==> config.mk <==
export PLATFORM = sky130hd
export DESIGN_NAME = bank_linefill_mshr
export DESIGN_NICKNAME = d
export VERILOG_FILES = /design/src/rtl/bank_linefill_mshr.sv
export SDC_FILE = /design/constraint.sdc
export NUM_CORES = 1
export LEC_CHECK = 0
export CORE_UTILIZATION = 55
export DETAILED_ROUTE_END_ITERATION = 12
export PLACE_DENSITY = 0.8
export SYNTH_ARGS = -nofsm -noshare
export SYNTH_HDL_FRONTEND = slang
export SYNTH_SLANG_ARGS = --single-unit
==> constraint.sdc <==
create_clock -name clk_i -period 6.6 [get_ports clk_i]
set_clock_uncertainty 0.15 [all_clocks]
set_input_delay 0.99 -clock clk_i [delete_from_list [all_inputs] [get_ports clk_i]]
set_output_delay 0.99 -clock clk_i [all_outputs]
set_load 0.02 [all_outputs]
==> src/rtl/bank_linefill_mshr.sv <==
// Linefill MSHR for one cache bank: tracks outstanding cacheline reads to the BIU,
// merges duplicate misses, and pulses a completion to the issue queue per line.
module bank_linefill_mshr #(
  parameter int ENTRIES  = 4,
  parameter int ID_WIDTH = 6,
  parameter int BEATS    = 2
) (
  input  logic                         clk_i,
  input  logic                         rst_n_i,
  input  logic                         alloc_valid_i,
  input  logic [ID_WIDTH-1:0]          alloc_set_way_i,
  output logic                         alloc_ready_o,
  input  logic [ID_WIDTH-1:0]          query_set_way_i,
  output logic                         query_inflight_o,
  output logic                         biu_ar_valid_o,
  input  logic                         biu_ar_ready_i,
  output logic [ID_WIDTH-1:0]          biu_ar_id_o,
  input  logic                         biu_r_valid_i,
  input  logic [ID_WIDTH-1:0]          biu_r_id_i,
  input  logic                         biu_r_last_i,
  output logic                         biu_isu_rvalid_o,
  output logic [ID_WIDTH-1:0]          biu_isu_rid_o,
  output logic                         err_unexp_rid_o,
  output logic [$clog2(ENTRIES):0]     free_cnt_o
);

  localparam int IDX_W = $clog2(ENTRIES);
  localparam int CNT_W = $clog2(BEATS) + 1;
  localparam int FC_W  = IDX_W + 1;

  typedef enum logic [1:0] {
    ST_FREE = 2'd0,
    ST_REQ  = 2'd1,
    ST_WAIT = 2'd2
  } state_e;

  state_e              state_q   [ENTRIES];
  state_e              state_d   [ENTRIES];
  logic [ID_WIDTH-1:0] set_way_q [ENTRIES];
  logic [ID_WIDTH-1:0] set_way_d [ENTRIES];
  logic [CNT_W-1:0]    beat_q    [ENTRIES];
  logic [CNT_W-1:0]    beat_d    [ENTRIES];

  logic [FC_W-1:0]     free_cnt_q, free_cnt_d;
  logic [IDX_W-1:0]    ar_sel_q, ar_sel_d, ar_sel;
  logic                ar_lock_q, ar_lock_d;
  logic                rvalid_q, rvalid_d;
  logic [ID_WIDTH-1:0] rid_q, rid_d;
  logic                err_q, err_d;

  logic [IDX_W-1:0]    free_idx, req_idx, r_idx;
  logic                free_found, req_found, r_hit, merge_hit;
  logic                ar_fire, alloc_new;

  // Per-entry lookups on registered state; each search keeps the lowest index.
  always_comb begin
    // NOTE: every combinational output gets a default first so no path leaves it
    // unassigned and infers a latch.
    merge_hit        = 1'b0;
    query_inflight_o = 1'b0;
    free_found       = 1'b0;
    free_idx         = '0;
    req_found        = 1'b0;
    req_idx          = '0;
    r_hit            = 1'b0;
    r_idx            = '0;
    for (int i = 0; i < ENTRIES; i++) begin
      if (state_q[i] != ST_FREE) begin
        if (set_way_q[i] == query_set_way_i) query_inflight_o = 1'b1;
        // An entry retiring this cycle cannot absorb a merge.
        if (set_way_q[i] == alloc_set_way_i &&
            !(state_q[i] == ST_WAIT && biu_r_valid_i && biu_r_last_i &&
              biu_r_id_i == set_way_q[i]))
          merge_hit = 1'b1;
      end
      if (!free_found && state_q[i] == ST_FREE) begin
        free_found = 1'b1;
        free_idx   = IDX_W'(i);
      end
      if (!req_found && state_q[i] == ST_REQ) begin
        req_found = 1'b1;
        req_idx   = IDX_W'(i);
      end
      if (!r_hit && biu_r_valid_i && state_q[i] == ST_WAIT &&
          set_way_q[i] == biu_r_id_i) begin
        r_hit = 1'b1;
        r_idx = IDX_W'(i);
      end
    end
  end

  // A request stalled by the BIU keeps its slot until accepted.
  assign ar_sel         = ar_lock_q ? ar_sel_q : req_idx;
  assign biu_ar_valid_o = req_found;
  assign biu_ar_id_o    = req_found ? set_way_q[ar_sel] : '0;
  assign ar_fire        = req_found & biu_ar_ready_i;
  assign alloc_new      = alloc_valid_i & ~merge_hit & free_found;
  assign alloc_ready_o  = merge_hit | (free_cnt_q != '0);

  always_comb begin
    // NOTE: next-state logic uses blocking assignments so later lines see earlier
    // ones; only the always_ff below uses non-blocking.
    for (int i = 0; i < ENTRIES; i++) begin
      state_d[i]   = state_q[i];
      set_way_d[i] = set_way_q[i];
      beat_d[i]    = beat_q[i];
    end
    if (alloc_new) begin
      state_d[free_idx]   = ST_REQ;
      set_way_d[free_idx] = alloc_set_way_i;
      beat_d[free_idx]    = '0;
    end
    if (ar_fire) begin
      state_d[ar_sel] = ST_WAIT;
      beat_d[ar_sel]  = '0;
    end
    if (r_hit) begin
      if (biu_r_last_i) state_d[r_idx] = ST_FREE;
      else              beat_d[r_idx]  = beat_q[r_idx] + CNT_W'(1);
    end

    rvalid_d = r_hit & biu_r_last_i;
    rid_d    = rvalid_d ? biu_r_id_i : '0;
    err_d    = biu_r_valid_i &
               (~r_hit | (biu_r_last_i & (beat_q[r_idx] != CNT_W'(BEATS - 1))));

    ar_lock_d = req_found & ~biu_ar_ready_i;
    ar_sel_d  = ar_sel;

    free_cnt_d = '0;
    for (int i = 0; i < ENTRIES; i++)
      if (state_d[i] == ST_FREE) free_cnt_d = free_cnt_d + FC_W'(1);
  end

  always_ff @(posedge clk_i or negedge rst_n_i) begin
    if (!rst_n_i) begin
      // NOTE: the entry arrays are a handful of flops, not RAM, so they are
      // reset outright; this also makes biu_ar_id_o well defined after reset.
      for (int i = 0; i < ENTRIES; i++) begin
        state_q[i]   <= ST_FREE;
        set_way_q[i] <= '0;
        beat_q[i]    <= '0;
      end
      free_cnt_q <= FC_W'(ENTRIES);
      ar_sel_q   <= '0;
      ar_lock_q  <= 1'b0;
      rvalid_q   <= 1'b0;
      rid_q      <= '0;
      err_q      <= 1'b0;
    end else begin
      for (int i = 0; i < ENTRIES; i++) begin
        state_q[i]   <= state_d[i];
        set_way_q[i] <= set_way_d[i];
        beat_q[i]    <= beat_d[i];
      end
      free_cnt_q <= free_cnt_d;
      ar_sel_q   <= ar_sel_d;
      ar_lock_q  <= ar_lock_d;
      rvalid_q   <= rvalid_d;
      rid_q      <= rid_d;
      err_q      <= err_d;
    end
  end

  assign biu_isu_rvalid_o = rvalid_q;
  assign biu_isu_rid_o    = rid_q;
  assign err_unexp_rid_o  = err_q;
  assign free_cnt_o       = free_cnt_q;

endmodule

## Yosys cells after proc, flatten, opt, wreduce, memory -nomap -nowiden

Cells that the tools add are included.
W data, S select, Z words.

- Flip-flop bits (word level): 54
- Input port bits: 24

- $add $sub $neg: 4
- Bitwise operators: 27
- Equal/unequal tests: 25
- Reductions and logical operators: 61
- Mux-type cells: 68
- $lt $le $gt $ge: 6

Operators with widths:

| kind | count |
|---|---|
| $eq A6 B6 Y1 | 16 |
| $mux W8 | 8 |
| $logic_and A1 B1 Y1 | 35 |
| $mux W1 | 32 |
| $mux W6 | 5 |
| $and A8 B8 Y8 | 3 |
| $bwmux W24 | 1 |
| $mux W2 | 12 |
| $not A8 Y8 | 3 |
| $logic_not A2 Y1 | 8 |
| $logic_not A1 Y1 | 13 |
| $bmux W6 S2 | 1 |
| $demux W2 S2 | 3 |
| $demux W6 S2 | 1 |
| $add A3 B1 Y3 const B | 3 |
| $ge A3 B3 Y1 const B | 3 |
| $lt A3 B1 Y1 const B | 3 |
| $mux W3 | 3 |
| $not A2 Y3 | 3 |
| $and A4 B4 Y4 | 2 |
| $bwmux W8 | 1 |
| $eq A2 B1 Y1 const B | 4 |
| $eq A2 B2 Y1 const B | 4 |
| $not A4 Y4 | 2 |
| other kinds (9) | 22 |

## Depth between registers and ports, before layout

Gate-level depths: netlist of the first run.

- Depth in word-level cells: 36
- Gate-level depth with buffers: 15

## Worst setup path before layout of the first run

OpenSTA, ideal clock, no wires.

- Path kind: input-to-reg
- Start: in biu_r_id_i[2]
- End: reg free_cnt_q[1], in the netlist free_cnt_o[1]
- Slack: 2.306 ns
- Arrival time: 4.016 ns
- Stages on the path: 13
- Data required time: 6.322 ns
- Buffers on the path: 1
- Path through: buf_2 -> xnor2_1 -> nand4_1 -> nor4_4 -> o22ai_1 -> nor3_1 -> nand4b_2 -> and3_1 -> a21o_1 -> ha_1 -> xor2_1 -> ha_1 -> mux2_1

- Longest elaborated chain between the ends: 35
- Elaborated cells on any way between the ends: 76
- Those cells by class: add/sub (3); order compare (2); eq/ne (8); mux (25); bitwise (8); reduce/logical (30)

Ends and longest elaborated chain:

| item | RTL line | RTL |
|---|---|---|
| start: declaration | 19 | `input logic [ID_WIDTH-1:0] biu_r_id_i,` |
| $eq A6 B6 Y1 | 73, 85 |  |
| $logic_and A1 B1 Y1 | 84 | `if (!r_hit && biu_r_valid_i && state_q[i] == ST_WAIT &&` |
| $mux W1 | 84 |  |
| $logic_not A1 Y1 | 84 |  |
| $logic_and A1 B1 Y1 (3 in series) | 84 |  |
| $mux W1 | 84 |  |
| $logic_not A1 Y1 | 84 |  |
| $logic_and A1 B1 Y1 (3 in series) | 84 |  |
| [... 16 more ...] | n/a |  |
| $mux W1 | 132 | `if (state_d[i] == ST_FREE) free_cnt_d = free_cnt_d + FC_W'(1);` |
| $add A3 B1 Y3 | 132 |  |
| $mux W3 | 132 |  |
| $add A3 B1 Y3 | 132 |  |
| $mux W3 | 132 |  |
| $add A3 B1 Y3 | 132 |  |
| $mux W3 * | 132 |  |
| via free_cnt_d[1] | 44 | `logic [FC_W-1:0] free_cnt_q, free_cnt_d;` |
| end signal: assignment | 144 | `free_cnt_q <= FC_W'(ENTRIES);` |
| end signal: assignment | 156 | `free_cnt_q <= free_cnt_d;` |
| end: declaration | 44 |  |

Mark *: on every way through the listed nets, which the timed path passes. The rest lies on a longest branch.
A chain may end at the register's enable or synchronous reset.

## Worst setup path in the final report of the first run

- Start: in alloc_set_way_i[3]
- End: out alloc_ready_o

- Longest elaborated chain between the ends: 11
- Elaborated cells on any way between the ends: 17
- Those cells by class: eq/ne (4); mux (8); bitwise (1); reduce/logical (4)

Ends and longest elaborated chain:

| item | RTL line | RTL |
|---|---|---|
| start: declaration | 11 | `input logic [ID_WIDTH-1:0] alloc_set_way_i,` |
| $eq A6 B6 Y1 | 71 | `if (set_way_q[i] == alloc_set_way_i &&` |
| $logic_and A1 B1 Y1 | 71 |  |
| $mux W1 | 71 |  |
| $mux W1 | 68 | `if (state_q[i] != ST_FREE) begin` |
| $mux W1 | 71 |  |
| $mux W1 | 68 |  |
| $mux W1 | 71 |  |
| $mux W1 | 68 |  |
| $mux W1 | 71 |  |
| $mux W1 * | 68 |  |
| $or A1 B1 Y1 * | 98 | `assign alloc_ready_o = merge_hit \| (free_cnt_q != '0);` |
| end: declaration | 12 | `output logic alloc_ready_o,` |

Every way passes the cells marked *; elsewhere a longest branch is shown, timed or not.

==> flow_summary.toml, run 1 <==
[setup_path]
cp.arrival_ns = 3.81
startpoint_type = "primary input"
worstPathRequired_ns = 5.46
rrSetupSlack_ns = 2.41
rr_endpoint = "free_cnt_o[1]"
r2r_cells = 12
reg2reg_from = "set_way_q[3]"
crit_path_end = "alloc_ready_o"
criticalPathCategory = "primary input to primary output"
setup.worst_path.start = "alloc_set_way_i[3]"
critPathCaptureType = "primary output"
worstPathMaxFanout = 8

[clock_network]
numCtsBuffers = 5
clock_latency_ns = 0.31
htree_levels = 2
cts_setup_buffers = 0
cts_hold_buf = 0
cts.sinks = 54
cts-root-buf = "clkbuf_8"
cts_max_path_buffers = 2
clk_pin_slew_ns = 0.10
cts_tree = "yes"
postCtsResizedCells = 0

[sta]
hold_viol = 0
fmax_ghz = 0.202
fin_setup_tns_ns = 0
maxSlewHeadroom_pct = 50.4
rsz0062_at_grt = "no"
slew_viol_final = 0
setup_viol = 0
fin_crit_sh_pct = 75.1
worstMarginPinSlew_ns = 0.737
fin_crit_ns = 4.95

[final_layout]
final_cell_mix = "dfrtp_1 (53), xnor2_1 (45), clkdlybuf4s50_1 (42)"
final_cells = 455
final_common_cell = "dfrtp_1"
final_area_um2 = 4110
layout-drive-gt1-share_pct = 13.9
syn_to_final_growth_pct = 15.6
nets = 407
antennaDiodeCount = 0
final_core_util_pct = 67.8

[die]
core-area_um2 = 6060
die_area_um2 = 6790
rows = 28
initial_core_util_pct = 58.6
boundaryPins = 44
dieWidth_um = 82.4
die_height_um = 82.4

[drt]
vias_per_cell = 6.23
ant_nets = 0
drt-initial-drc-count = 274
vias = 2833
wire_per_inst_um = 19.4
drt_pre_antenna_iters = 5
wirelength_mm = 8.84
drcViolationCount = 0

[logic_synthesis]
synth_mux_area_share_pct = 13.2
yosys.area_share.simple_pct = 19.9
synth_top_family_by_area = "simple AND/OR/NAND/NOR gates"
yosys_warnings = 0
syn_inst = 343
synthAdderAreaFrac_pct = 1.41
ys_seq_area_share_pct = 38.0
synth_seq_cells = 54
synth_edf_count = 0
async_reset_ff_share_pct = 100
synth_nets = 371
synth_compound_area_share_pct = 5.88
syn_avg_cell_area_um2 = 10.4
synth_ff_type = "dfrtp_1"
synth_area_um2 = 3550
synthXorXnorAreaFrac_pct = 18.5
yosys.cell_types.count = 47

[placed_design]
place_inst = 447
placed_cell_area_um2 = 4020
gp_congestion = 0.981
dp_hpwl_mm = 6.78
port_buffers = 43

[global_route]
grt_max_degree = 55
grt_pass1_wl_mm = 13.9
grt_pass1_vias = 2740
antenna_found_initial = 0
grt_use_total_pct = 28.2
grt_overflow = 0

[pwr]
power.leakage_nw = 1.76
p_per_area_nw_per_um2 = 212
p_comb_share_pct = 30.5
finalPower_uw = 873
pwr-share-clk_pct = 22.3
irDropWorstVdd_uv = 150
seqPwrFrac_pct = 47.2
power.switching_uw = 299
p_int_uw = 573
switching_share_pct = 34.3

[flow_run]
maxCapViolCount = 0

[worst_hold_path]
hp-class = "register to register"

[run_status]
status = "completed"
==> worst max-delay path, stage by stage <==
cell             delay (ns)
clkdlybuf4s50_1        0.61
xor2_1                 0.25
nor4_1                 0.42
nand4_1                0.19
o22ai_1                0.44
nor3_1                 0.16
nand2_1                0.12
clkdlybuf4s50_1        0.61
==> per-stage QoR <==
step | setup slack (ns) | hold slack [ns]
3_3_place_gp | 1.55 | 0.361
3_5_place_dp | 1.39 | 0.360
2_1_floorplan | 2.31 | 0.326
5_1_grt | 1.38 | 0.407
4_1_cts | 1.70 | 0.380
6_report | 1.65 | 0.381
==> state kept, by name (all words and copies together), names as in the netlist <==
register	cells
free_cnt_o	3
biu_isu_rid_o	6
biu_isu_rvalid_o	1
ar_lock_q	1
err_unexp_rid_o	1
beat_q	8
set_way_q	24
state_q	8
ar_sel_q	2
==> area by class of cell <==
type	count	area, um2
repair buffers	45	440
inverters	10	37.5
flip-flops and latches	54	1350
clock buffers	5	68.8
fillers	466	1950
multi-input cells	263	2090
well taps	75	93.8
clock inverters	3	25.0
==> per-layer routing <==
layer	up-vias	wire, um	share of wire [%]	GRT usage, %
li1	1268	-	-	-
met1	1380	3540	40	36.9
met2	163	4130	47	46.4
met3	22	919	10	5.16
met4	0	248	2.8	10.7
met5	-	0	0	0
==> synth_stat cells, drive strengths merged (2+ instances only) <==
| library cell | count | share of area, % |
|---|---|---|
| o21ai | 7 | 1.1 |
| nor2 | 9 | 0.95 |
| nand3b | 5 | 1.2 |
| mux2 | 26 | 8.2 |
| xnor2 | 45 | 11 |
| clkbuf | 3 | 0.32 |
| nand3 | 4 | 0.56 |
| a22oi | 2 | 0.42 |
| nand2b | 3 | 0.53 |
| or3 | 2 | 0.35 |
| xor2 | 30 | 7.4 |
| buf | 13 | 1.8 |
| mux2i | 4 | 1.1 |
| nand4 | 17 | 3.0 |
| mux4 | 6 | 3.8 |
| o22ai | 5 | 0.88 |
| a21oi | 7 | 0.99 |
| ha | 4 | 1.4 |
| nor2b | 4 | 0.70 |
| and2 | 15 | 2.6 |
| dfrtp | 53 | 37 |
| a21boi | 2 | 0.42 |
| inv | 10 | 1.1 |
| nand2 | 32 | 3.4 |
| a21o | 2 | 0.42 |
| nor3 | 4 | 0.56 |
| nor4 | 16 | 4.5 |
==> worst min path at each step <==
stage | start | to | slack (ns) | cells after the start
2_1_floorplan | beat_q[1] | beat_q[1] | 0.33 | 2
3_3_place_gp | beat_q[7] | beat_q[7] | 0.36 | 2
3_5_place_dp | beat_q[5] | beat_q[5] | 0.36 | 2
4_1_cts | beat_q[7] | beat_q[7] | 0.38 | 2
5_1_grt | beat_q[3] | beat_q[3] | 0.41 | 2
6_report | beat_q[7] | beat_q[7] | 0.38 | 2
==> power groups by stage <==
stage | combinational, mW | sequential [mW] | clock (mW)
after floorplan | 0.187 | 0.400 | 0
after global placement | 0.258 | 0.412 | 0
after detailed placement | 0.265 | 0.414 | 0
after CTS | 0.266 | 0.407 | 0.200
after global routing | 0.288 | 0.413 | 0.210
final | 0.266 | 0.412 | 0.194
==> logic make-up (layout without fill, tap and decap cells) <==
group                    count (synthesis)  in the layout
AND/OR/NAND/NOR                        117            117
multiplexers                            36             36
flip-flops                              54             54
XOR/XNOR                                75             75
adder cells (fa/ha/maj)                  4              4
AO/OA/AOI/OAI                           31             31
buffers and inverters                   26             63
Power figures use the tool's default switching activity.
==> inputs of run 2 (changes only) <==
Clock period 6.6 ns to 4.6 ns, I/O delays scaled along.
==> run 2 against run 1 <==
First-iteration DRC count is 5.1% lower. Sequential share of layout area is 0.51 points lower. Global-route usage is 0.15 points higher. Count of clock-buffer cells in the layout is 2 higher. Die area stayed put. Critical path depth is 1 higher. Cell count is 2.0% higher. Worst hold slack worse by 0.029 ns. Via count is 1.6% lower. Non-clock buffer count is 9 higher. Clock power is 42% higher. Critical path type unchanged. Critical endpoint unchanged. Highest routed layer unchanged.
==> flow_summary.toml, run 2 (same netlist as run 1, synthesis figures left out) <==
[drt]
ant_nets = 0
vias = 2789
drt-initial-drc-count = 260
drcViolationCount = 0
vias_per_cell = 6.01
drt_pre_antenna_iters = 5
wire_per_inst_um = 18.7
wirelength_mm = 8.67

[pwr]
p_comb_share_pct = 30.6
switching_share_pct = 32.9
pwr-share-clk_pct = 22.1
finalPower_mw = 1.25
power.leakage_nw = 1.81
power.switching_uw = 412
irDropWorstVdd_uv = 229
p_per_area_nw_per_um2 = 300
p_int_uw = 839
seqPwrFrac_pct = 47.3

[final_layout]
reg.largest.list = "set_way_q x24, beat_q x8, state_q x8"
layout-drive-gt1-share_pct = 15.7
syn_to_final_growth_pct = 17.4
largest_reg_flops = 24
final_core_util_pct = 68.9
final_cell_mix = "dfrtp_1 (53), xnor2_1 (45), clkdlybuf4s50_1 (42)"
nets = 416
final_common_cell = "dfrtp_1"
antennaDiodeCount = 0
top_register = "set_way_q"

[sta]
layout_setup_ws_ns = 0.263
maxSlewHeadroom_pct = 43.5
setup_viol = 0
worstMarginPinSlew_ns = 0.840
rsz0062_at_grt = "no"
fin_crit_ns = 4.34
fin_setup_tns_ns = 0
slew_viol_final = 0
fin_crit_sh_pct = 94.3
whs_ns = 0.352
hold_viol = 0
fmax_ghz = 0.231

[die]
boundaryPins = 44
dieWidth_um = 82.4
rows = 28
initial_core_util_pct = 58.6
core-area_um2 = 6060
die_height_um = 82.4
die_area_um2 = 6790

[setup_path]
criticalPathCategory = "primary input to primary output"
worstPathRequired_ns = 3.76
worstPathMaxFanout = 8
critPathCaptureType = "primary output"
cp.arrival_ns = 3.50
startpoint_type = "primary input"

[clock_network]
cts_tree = "yes"
htree_levels = 2
cts.sinks = 54
numCtsBuffers = 5
clk_pin_slew_ns = 0.09
postCtsResizedCells = 0
clock_latency_ns = 0.31
cts_hold_buf = 0
cts-root-buf = "clkbuf_8"
cts_max_path_buffers = 2
cts_setup_buffers = 0

[placed_design]
place_ws_ns = 0.0932
dp_hpwl_mm = 6.74
port_buffers = 43
gp_congestion = 0.914

[worst_hold_path]
hp-class = "primary input to asynchronous set/reset pin"

[flow_run]
maxCapViolCount = 0

[global_route]
met1_usage_pct = 38.4
grt.met3_usage_pct = 5.05
grt_max_degree = 55
grt_overflow = 0
grtUsageMet2_pct = 47.0
grt_pass1_vias = 2734
grt-busiest-layer = "met2"
antenna_found_initial = 0
grt_use_total_pct = 28.4
grt_pass1_wl_mm = 14.0

[run_status]
status = "completed"
-- run 2: changes by cell type in the layout (fill, tap and decap cells not counted) --
cell / before / now
buf_4: 2 / 11
clkbuf_1: 0 / 1
clkbuf_8: 5 / 6
clkinv_2: 0 / 1
clkinv_4: 1 / 0
clkinvlp_4: 1 / 0
inv_6: 1 / 0
-- run 2: stage by stage --
step / cell area, um2 / instances
2_1_floorplan: 3550 / 343
3_3_place_gp: 4080 / 456
3_5_place_dp: 4080 / 456
4_1_cts: 4170 / 464
5_1_grt: 4170 / 464
6_report: 4170 / 464
-- run 2: layer usage --
| layer | up-vias | share of wire (%) |
|---|---|---|
| met5 | - | 0 |
| met4 | 0 | 1.7 |
| met3 | 21 | 8.3 |
| met2 | 133 | 48 |
| met1 | 1345 | 42 |
| li1 | 1290 | - |
-- run 2: cell type report --
type                    count  area (um2)
clock buffers               7        86.3
repair buffers             54         508
clock inverters             1        5.00
inverters                  10        37.5
flip-flops and latches     54        1350
multi-input cells         263        2090
well taps                  75        93.8
fillers                   466        1890
-- run 2: path summary, 6_finish.rpt --
kind                               startpoint               end  slack, ns  depth (start not counted)
min reg2reg                         beat_q[5]         beat_q[5]       0.38                          2
max                        alloc_set_way_i[3]     alloc_ready_o       0.26                          9
min                                   rst_n_i  biu_isu_rid_o[2]       0.35                          2
max in group asynchronous             rst_n_i         beat_q[2]       3.48                          2
min in group clk_i                  beat_q[5]         beat_q[5]       0.38                          2
max reg2reg                     set_way_q[22]     free_cnt_o[1]       0.85                         12
-- run 2: worst max-delay path: stages --
cell	delay, ns
clkdlybuf4s50_1	0.60
xor2_1	0.25
nor4_1	0.39
nand4_1	0.24
a41oi_2	0.39
nor3_1	0.13
buf_4	0.16
nand2_1	0.05
clkdlybuf4s50_1	0.60
-- run 2: power by group through the flow --
stage	combinational [mW]	clock, mW	sequential (mW)
floorplan	0.268	0	0.574
global placement	0.374	0	0.594
detailed placement	0.383	0	0.597
CTS	0.385	0.281	0.587
global route	0.422	0.294	0.595
finish	0.383	0.276	0.592
==> edit (flow settings as in run 2) <==
Change the parameter `ENTRIES` from 4 to 2.
--- a/src/rtl/bank_linefill_mshr.sv
+++ b/src/rtl/bank_linefill_mshr.sv
@@ -1,7 +1,7 @@
 // Linefill MSHR for one cache bank: tracks outstanding cacheline reads to the BIU,
 // merges duplicate misses, and pulses a completion to the issue queue per line.
 module bank_linefill_mshr #(
-  parameter int ENTRIES  = 4,
+  parameter int ENTRIES  = 2,
   parameter int ID_WIDTH = 6,
   parameter int BEATS    = 2
 ) (
Ports: changed (resized free_cnt_o); port bits go from 44 to 43. The function was not compared with the original's and may differ.
==> edit against run 2 <==
- wire length fell by 53%
- final area fell by 41%
- worst setup slack improved by 0.44 ns
- power fell by 3.4%
- sequential cell count fell by 22
- count of clock-buffer cells in the layout did not move
- synthesized area fell by 47%
- critical path depth fell by 2
- utilization rose by 8.9 points
- largest power group unchanged
==> edit: results (changes against run 2) <==
detail_route.first_pass.iterations: 4  # -1
final-instance-count-excl-fill: 266  # -43%
synth_nets: 200  # -46%
r2r.worst_path.cells: 8  # -4
placedCellCount: 258  # -43%
total_cell_area_at_the_placement_stage_mm2: 0.00236  # -42%
rr_startpoint: "set_way_q[5]"
power.leakage_uw: 0.000990  # -45%
synthTopCellsByArea: "dfrtp_1 41%, xnor2_1 8.4%, xor2_1 8.4%"
max_reg_flops: 12  # -50%
largest_net_degree_at_the_start_of_global_routing: 33  # -40%
worst_ep_arrival_time_ns: 3.06  # -0.44 ns
area.growth.synth_to_final_pct: 30.2
worst-r2r-setup-slack_ns: 1.94  # +1.09 ns
vias_in_the_first_global_route: 1400  # -49%
avgSynthCellArea_um2: 10.8  # +4.5%
outcome: "finished clean"
n_fill_cell: 224  # -52%
cts-buffers-inserted: 5  # unchanged
clk_latency_ns: 0.34  # +0.03 ns
synth.cells.most_frequent: "31 x dfrtp_1, 18 x xnor2_1, 18 x xor2_1"
worstSetupEndpoint: "alloc_ready_o"
routed_wire_length_per_instance_um: 15.5  # -17%
hold_path_class: "reg -> reg"
period_minus_slack_ns: 3.90  # -0.439 ns
clock_tree.root_cell: "clkbuf_4"
final_nets: 247  # -41%
critPathMaxFanout: 4  # -4
detailedPlace.worstSlack_ns: 0.725  # +0.632 ns
portBuffers: 42  # -2.3%
place.gp.congestion: 0.912  # -0.19%
post_cts.repair.setup_buffers: 0  # unchanged
drt-initial-drc-count: 60  # -77%
vias_per_cell: 5.50  # -8.6%
r2r-end: "beat_q[1]"
grt_pass1_wl_mm: 6.44  # -54%
slew_headroom: 0.514  # +0.0794
max-vdd-ir-drop_uv: 434  # +89%
gr-usage-all-layers: 0.247  # -0.0364
hpwlAfterDp_mm: 3.18  # -53%
n_antenna_cell: 0  # unchanged
synth.distinct_cells: 41  # -13%
## edit: cell families after synthesis
family	after synthesis	synth area share
AND/OR/NAND/NOR	55	0.173
XOR/XNOR	36	0.167
adder cells (fa/ha/maj)	2	0.0133
buffers and inverters	8	0.0166
AO/OA/AOI/OAI	21	0.0890
flip-flops	32	0.426
multiplexers	20	0.115
## edit: how the worst min path moves through the flow
stage | start | endpoint | slack [ns]
floorplan | rst_n_i | ar_lock_q | 0.24
global placement | beat_q[2] | beat_q[2] | 0.34
detailed placement | beat_q[2] | beat_q[2] | 0.34
CTS | beat_q[2] | beat_q[2] | 0.36
global route | beat_q[2] | beat_q[2] | 0.40
finish | beat_q[2] | beat_q[2] | 0.36
## edit: worst register-to-register path, stage by stage, from the launching register on
cell and delay, ns:
dfrtp_1 0.48, xor2_1 0.20, nor4_2 0.32, and2_0 0.34, and2_1 0.22, mux2_2 0.34, ha_1 0.30, nand4b_1 0.16
o21ai_0 0.09
## edit: power by group
part	internal, µW	switching (µW)	total [µW]	leakage, µW
Sequential	361	128	489	0.000405
Combinational	256	221	478	0.000533
Clock	144	96.8	241	0.0000515
Total	761	447	1210	0.000990
## edit: layout make-up
cell class	count	area, µm²	share of cell area
clock buffers	7	65.1	0.0265
clock inverters	1	30.0	0.0122
inverters	4	15.0	0.00612
multi-input cells	134	1050	0.428
flip-flops and latches	32	802	0.327
well taps	44	55.1	0.0224
repair buffers	44	435	0.177
## edit: metal layers
layer,global-route usage,wire [µm]
met2,0.408,2010
met1,0.312,1840
met4,0.0779,36
met5,0,0
met3,0.0746,226
